==> config.mk <==
export PLATFORM = sky130hd
export DESIGN_NAME = tx_fcs_append
export DESIGN_NICKNAME = d
export VERILOG_FILES = /design/src/rtl/tx_fcs_append.sv
export SDC_FILE = /design/constraint.sdc
export NUM_CORES = 1
export LEC_CHECK = 0
export ABC_CLOCK_PERIOD_IN_PS = 2100
export BUFFER_PORTS_ARGS = -buffer_cell sky130_fd_sc_hd__buf_4
export CAP_MARGIN = 15
export CORE_MARGIN = 3
export CORE_UTILIZATION = 55
export DETAILED_ROUTE_END_ITERATION = 8
export PLACE_DENSITY = 0.76
export SLEW_MARGIN = 15
export SYNTH_ARGS = -nofsm -noshare
export SYNTH_HDL_FRONTEND = slang
export SYNTH_SLANG_ARGS = --single-unit
==> constraint.sdc <==
create_clock -name CLK -period 2.1 [get_ports CLK]
set_input_delay 0.315 -clock CLK [delete_from_list [all_inputs] [get_ports CLK]]
set_output_delay 0.315 -clock CLK [all_outputs]
set_load 0.005 [all_outputs]
==> src/rtl/tx_fcs_append.sv <==
// Transmit-side FCS generator: forwards frame bytes, zero-pads to MIN_LEN and
// appends the Ethernet CRC-32, through a single registered output stage.
module tx_fcs_append #(
    parameter int MIN_LEN = 60
) (
    input  logic       CLK,
    input  logic       RESET_N,
    input  logic [7:0] IN_DATA,
    input  logic       IN_VALID,
    input  logic       IN_LAST,
    output logic       IN_READY,
    output logic [7:0] OUT_DATA,
    output logic       OUT_VALID,
    output logic       OUT_LAST,
    input  logic       OUT_READY,
    output logic       BUSY
);

    typedef enum logic [1:0] {IDLE, DATA, PAD, FCS} state_t;

    state_t      state;
    logic [31:0] crc;
    logic [15:0] byte_cnt;
    logic [1:0]  fcs_idx;

    logic        slot_free;
    logic        in_xfer;
    logic [15:0] cnt_inc;
    logic [31:0] fcs_shift;
    logic [7:0]  fcs_byte;

    // Reflected LSB-first shift; identical to the D[7]-first update applied
    // to the bit-reversed byte, without the explicit reversals.
    function automatic logic [31:0] crc32_byte(input logic [31:0] c, input logic [7:0] d);
        logic [31:0] r;
        r = c;
        for (int i = 0; i < 8; i++) begin
            if (r[0] ^ d[i]) r = (r >> 1) ^ 32'hEDB8_8320;
            else             r = r >> 1;
        end
        return r;
    endfunction

    assign slot_free = !OUT_VALID || OUT_READY;
    // NOTE: IN_READY is combinational, so it is gated by RESET_N to stay low
    // while reset is held even though the output slot reads as free.
    assign IN_READY  = RESET_N && slot_free && (state == IDLE || state == DATA);
    assign in_xfer   = IN_VALID && IN_READY;
    assign cnt_inc   = (byte_cnt == 16'hFFFF) ? byte_cnt : byte_cnt + 16'd1;
    assign fcs_shift = ~crc >> {fcs_idx, 3'b000};
    assign fcs_byte  = fcs_shift[7:0];

    // NOTE: sequential state uses non-blocking assignments only, so every
    // register samples pre-edge values regardless of statement order.
    always_ff @(posedge CLK or negedge RESET_N) begin
        if (!RESET_N) begin
            state     <= IDLE;
            crc       <= 32'hFFFF_FFFF;
            byte_cnt  <= 16'd0;
            fcs_idx   <= 2'd0;
            OUT_DATA  <= 8'h00;
            OUT_VALID <= 1'b0;
            OUT_LAST  <= 1'b0;
            BUSY      <= 1'b0;
        end else begin
            if (in_xfer)
                BUSY <= 1'b1;
            else if (OUT_VALID && OUT_READY && OUT_LAST)
                BUSY <= 1'b0;

            if (slot_free) begin
                OUT_VALID <= 1'b0;
                OUT_LAST  <= 1'b0;
                case (state)
                    IDLE, DATA: begin
                        if (IN_VALID) begin
                            OUT_DATA  <= IN_DATA;
                            OUT_VALID <= 1'b1;
                            crc       <= crc32_byte(crc, IN_DATA);
                            byte_cnt  <= cnt_inc;
                            if (!IN_LAST)
                                state <= DATA;
                            else if (int'(cnt_inc) < MIN_LEN)
                                state <= PAD;
                            else
                                state <= FCS;
                        end
                    end
                    PAD: begin
                        OUT_DATA  <= 8'h00;
                        OUT_VALID <= 1'b1;
                        crc       <= crc32_byte(crc, 8'h00);
                        byte_cnt  <= cnt_inc;
                        // Leave on the load that reaches MIN_LEN so the FCS
                        // follows the last pad byte without a bubble.
                        if (int'(cnt_inc) >= MIN_LEN)
                            state <= FCS;
                    end
                    FCS: begin
                        OUT_DATA  <= fcs_byte;
                        OUT_VALID <= 1'b1;
                        OUT_LAST  <= (fcs_idx == 2'd3);
                        fcs_idx   <= fcs_idx + 2'd1;
                        if (fcs_idx == 2'd3) begin
                            state    <= IDLE;
                            crc      <= 32'hFFFF_FFFF;
                            byte_cnt <= 16'd0;
                        end
                    end
                    default: state <= IDLE;
                endcase
            end
        end
    end

endmodule

==> results of run 1 <==
synth_stat cells, types with 3 or more instances:
library cell,number
nor2_1,29
mux4_2,8
nor3_1,3
nand4_1,7
xnor2_1,91
xor2_1,31
xnor2_2,5
nor4_1,3
o21ai_0,52
nand3_1,8
buf_2,5
xnor3_1,3
xnor2_4,3
dfrtp_1,31
o211ai_1,4
o22ai_1,25
xor2_4,3
dfstp_2,32
and2_1,3
a22o_1,3
o21ai_1,8
a31oi_1,5
clkbuf_1,23
a21oi_1,31
inv_1,5
nand2_1,61
xor2_2,5
and3_1,5
clkbuf_8,4
final timing paths:
| check | end | depth (start not counted) | slack [ps] | from |
|---|---|---|---|---|
| max in group asynchronous | fcs_idx[1] | 2 | 1400 | RESET_N |
| setup reg to reg | crc[20] | 6 | 10 | crc[0] |
| setup / recovery | crc[20] | 6 | 10 | crc[0] |
| hold / removal | byte_cnt[2] | 2 | 170 | RESET_N |
| hold reg to reg | OUT_DATA[3] | 2 | 480 | OUT_DATA[3] |
| min in group CLK | OUT_VALID | 3 | 210 | IN_VALID |
registers in the layout, summed over array words and instances (netlist names):
name,cells
byte_cnt,16
state,2
OUT_LAST,1
crc,32
BUSY,1
fcs_idx,2
OUT_VALID,1
OUT_DATA,8
metrics by stage:
stage	hold WS, ps	cells	setup WS (ps)
after floorplan	19.4	529	-58.7
after global placement	464	688	79.1
after detailed placement	471	688	-38.6
after CTS	191	709	4.82
after global routing	221	711	-86.7
final	168	711	10.9
routing by layer:
| layer | wire length, um | GRT usage |
|---|---|---|
| met1 | 5930 | 0.399 |
| met2 | 6100 | 0.405 |
| met3 | 1250 | 0.0588 |
| met4 | 554 | 0.134 |
| met5 | 0 | 0 |
kinds of logic after synthesis:
kind of cell | after synthesis
adder cells (fa/ha/maj) | 2
multiplexers | 12
XOR/XNOR | 141
AND/OR/NAND/NOR | 127
buffers and inverters | 43
AO/OA/AOI/OAI | 141
flip-flops | 63
timing repair:
item | 4_1_cts | 5_1_grt
pin swaps | 5 | 9
setup endpoints to repair | 2 | 14
gates resized for setup | 1 | 18
setup buffers | 5 | 3
hold endpoints to repair | 0 | 0
critical path, stage by stage, from the launching register on:
cell and delay [ps]:
dfstp_2 580, xor2_4 280, xor2_4 270, xor2_4 240, xnor3_1 350, and2_4 160
o21ai_1 120
final cells by class:
| class | instances | area share |
|---|---|---|
| clock inverter | 4 | 0.00759 |
| sequential | 63 | 0.273 |
| multi-input combinational | 423 | 0.543 |
| inverter | 5 | 0.00316 |
| timing repair buffer | 99 | 0.127 |
| clock buffer | 12 | 0.0245 |
| tap | 105 | 0.0221 |
==> run metrics, run 1 <==
Worst-path clk slew=70 ps; Hold Crit Class=in -> async; clock insertion delay at the later pin of the skew report=350 ps; Worst EP required=2380 ps; initial core utilization=0.582; maxcap violations=0; fill cell count=622; post-synthesis adder-cell area fraction=0.00508; sequential fraction of the synthesis area=0.328; largest family of logic cells by synthesized area=XOR/XNOR gates; Tmin final=2090 ps; cell area after layout=5930 um2; register area=1620 um2; # H-tree levels=3; vias in the first global route=4109; Final Util=0.701; Detail Placement HPWL=9710 um; EDFF count, synth=0; first-pass GRT wire length=22000 um; syn_area_per_cell=9.31 um2; endpoints failing setup=0; post-synth cell types=51; chip width=101 um; fin crit share=0.995; core area=8460 um2; multiplexer share of the synthesized area=0.0452; worst setup path category=reg -> reg; vias per cell=6.05; Multi-input gate area=3220 um2; Synth Register Bits=63; clk sinks=63; DRT Pass-1 Iters=5; DRT Wirelength=13800 um; setup TNS=0 ps; post-route ant nets=0; Via Count=4298; DR WL/cell=19.5 um; Mapped Cells=529; Post-Synth XOR/XNOR Area=0.297; ys flop type=dfstp_2; Setup Skew=9.00 ps; Synth area leaders=dfstp_2 17%, xnor2_1 16%, dfrtp_1 16%, xor2_1 5.5%, o21ai_0 5.3%; I/O Pins=25; largest net degree at the start of global routing=64; Highest Clock Rate=479 MHz; syn nets=544; crit path DAT=2370 ps; die area=10100 um2; status=finished, final reports clean; Slew Limit Fails=0; clock buffer depth=2; most frequent cells in the layout=98 x buf_4, 86 x xnor2_1, 61 x nand2_1, 50 x o21ai_0, 32 x dfstp_2; Synth top area share=0.171; final hold viol count=0; Site Rows=33; CTS tree=yes; Post-CTS Hold Buffers=0; Initial DRC Count=373; cell accounting for the most synthesized area=dfstp_2; Die Height=101 um; most common cell after layout, fill and taps aside=buf_4; layout cells sized above 1=0.314; GRT Total Usage=0.280; synthesis-to-finish area growth=20.5%; crit path launch type=flip-flop; CP Max Fanout=4; total global routing overflow=0; Compound-Gate Fraction of Synth Area=0.164; RSZ-0062 raised after global routing=yes; ant diodes=0; simple-gate share of the synthesized area=0.114; YS warnings=0; ys async rst share=1.00; max_slew headroom=0.447; routability cong.=1.00; initial antenna violation count=0; DRC=0; Tightest Pin Transition=829 ps; Num CTS Buffers=9; Clock Tree Root=clkbuf_8; Area after DPL=5570 um2; IO Port Bufs=24; Cell Area, Synth=4920 um2; nets@finish=616; CP Capture Type=flip-flop
Power of run 1 is not shown: default switching activity piles up to over one toggle a cycle in this logic, so the estimate is an artifact.
==> run 2, diff against run 1 <==
--- a/config.mk
+++ b/config.mk
@@ -8,10 +8,12 @@
 export ABC_CLOCK_PERIOD_IN_PS = 2100
 export BUFFER_PORTS_ARGS = -buffer_cell sky130_fd_sc_hd__buf_4
 export CAP_MARGIN = 15
+export CELL_PAD_IN_SITES_DETAIL_PLACEMENT = 2
+export CELL_PAD_IN_SITES_GLOBAL_PLACEMENT = 2
 export CORE_MARGIN = 3
-export CORE_UTILIZATION = 55
+export CORE_UTILIZATION = 36
 export DETAILED_ROUTE_END_ITERATION = 8
-export PLACE_DENSITY = 0.76
+export PLACE_DENSITY_LB_ADDON = 0.1
 export SLEW_MARGIN = 15
 export SYNTH_ARGS = -nofsm -noshare
 export SYNTH_HDL_FRONTEND = slang
==> run metrics, run 2 (same netlist as run 1, synthesis figures left out) <==
status=finished, violations left; failing checks=setup timing; worst r2r dst=state[0]; crit path DAT=2390 ps; first-pass GRT wire length=27900 um; post-route ant nets=0; DRT Pass-1 Iters=4; Initial DRC Count=256; clock buffer depth=2; hold_ws=200 ps; DP Cell Count=761; fin cells=790; Tightest Pin Transition=888 ps; clk sinks=63; Slew Limit Fails=0; Biggest register=crc; chip width=123 um; CP Capture Type=flip-flop; crit path launch type=flip-flop; Regs by FF count=crc x32, byte_cnt x16, OUT_DATA x8; fin crit share=1.03; # H-tree levels=3; endpoints failing setup=4; Detail Placement HPWL=12900 um; vias in the first global route=4688; worst r2r path cells=6; clock insertion delay at the later pin of the skew report=350 ps; Tmin final=2170 ps; max_slew headroom=0.408; Num CTS Buffers=9; maxcap violations=0; Critical-path top delay cell=or4_4; Final WS setup=-73.2 ps; GRT Total Usage=0.250; most frequent cells in the layout=99 x buf_4, 86 x xnor2_1, 61 x nand2_1, 50 x o21ai_0; routability cong.=0.859; RSZ-0062 raised after global routing=yes; Highest Clock Rate=460 MHz; most common cell after layout, fill and taps aside=buf_4; Clock Tree Root=clkbuf_16; I/O Pins=25; DR WL/cell=24.5 um; Worst-path clk slew=60 ps; R2R Path Start=byte_cnt[2]; Site Rows=42; pre-CTS setup slack=-132 ps; Die Height=123 um; DRT Wirelength=19400 um; CP Max Fanout=5; Reg2Reg Setup Slack=-70 ps; synthesis-to-finish area growth=27.7%; worst setup path category=reg -> reg; max reg flops=32; Post-CTS Hold Buffers=0; die area=15100 um2; crit-path max cell delay=520 ps; largest net degree at the start of global routing=64; initial antenna violation count=0; final hold viol count=0; CTS tree=yes; Via Count=4382; DRC=0; nets@finish=624; IO Port Bufs=24; crit-path cells=nand4_1 > or4_4 > xnor2_1 > or4_1 > nor4_2 > a31oi_1; Worst EP required=2310 ps; Hold Crit Class=in -> async; core area=13300 um2; vias per cell=5.55; initial core utilization=0.370; Setup Skew=8.67 ps; total global routing overflow=0; ant diodes=0; layout cells sized above 1=0.327
run 2: cell count changes in the layout (fill, tap and decap cells not counted), moves of 2 or more:
cell,change
clkbuf_16,+9
xor2_4,+2
clkbuf_8,-9
xor2_2,-3
buf_6,+2
clkinvlp_4,+2
clkbuf_1,-2
buf_12,+4
nor2_2,+2
run 2: area by class of cell:
type / instances / area (um2)
repair buffers: 107 / 881
clock buffers: 10 / 239
multi-input cells: 423 / 3250
well taps: 176 / 220
flip-flops and latches: 63 / 1620
fillers: 1408 / 7000
clock inverters: 6 / 60.1
inverters: 5 / 18.8
run 2: how the worst max path moves through the flow:
stage	startpoint	to
6_report	byte_cnt[2]	state[0]
5_1_grt	crc[1]	crc[17]
4_1_cts	byte_cnt[2]	state[0]
3_5_place_dp	byte_cnt[1]	state[0]
3_3_place_gp	byte_cnt[1]	state[0]
2_1_floorplan	byte_cnt[10]	state[0]
run 2: critical path, delay by kind of cell, from the launching register on:
family | cells | cell delay (ps)
xor gates and xnor gates | 1 | 130
DFF | 1 | 420
AOI/OAI and AO/OA | 1 | 120
and+or+nand+nor | 4 | 1370
run 2: routing by layer:
metal	vias up	track usage	wire, um	part of all wire
met1	2290	0.352	8780	0.45
met4	0	0.0749	356	0.018
met2	80	0.403	9440	0.49
met3	23	0.0297	806	0.042
li1	1989	-	-	-
met5	-	0	0	0
run 2: through the flow:
stage / utilization / TNS [ps] / area (um2)
floorplan: - / -66.4 / 4970
global placement: 0.430 / -37.7 / 5710
detailed placement: 0.430 / -183 / 5710
CTS: 0.458 / -28.2 / 6080
global route: 0.473 / -954 / 6290
finish: 0.473 / -143 / 6290
run 2: what timing repair did:
action,4_1_cts,5_1_grt
endpoints found under the setup margin,8,28
pin swaps,4,14
cloned,0,0
setup buffers,1,12
gates resized for setup,12,16
Power of run 2 is left out for the same reason.
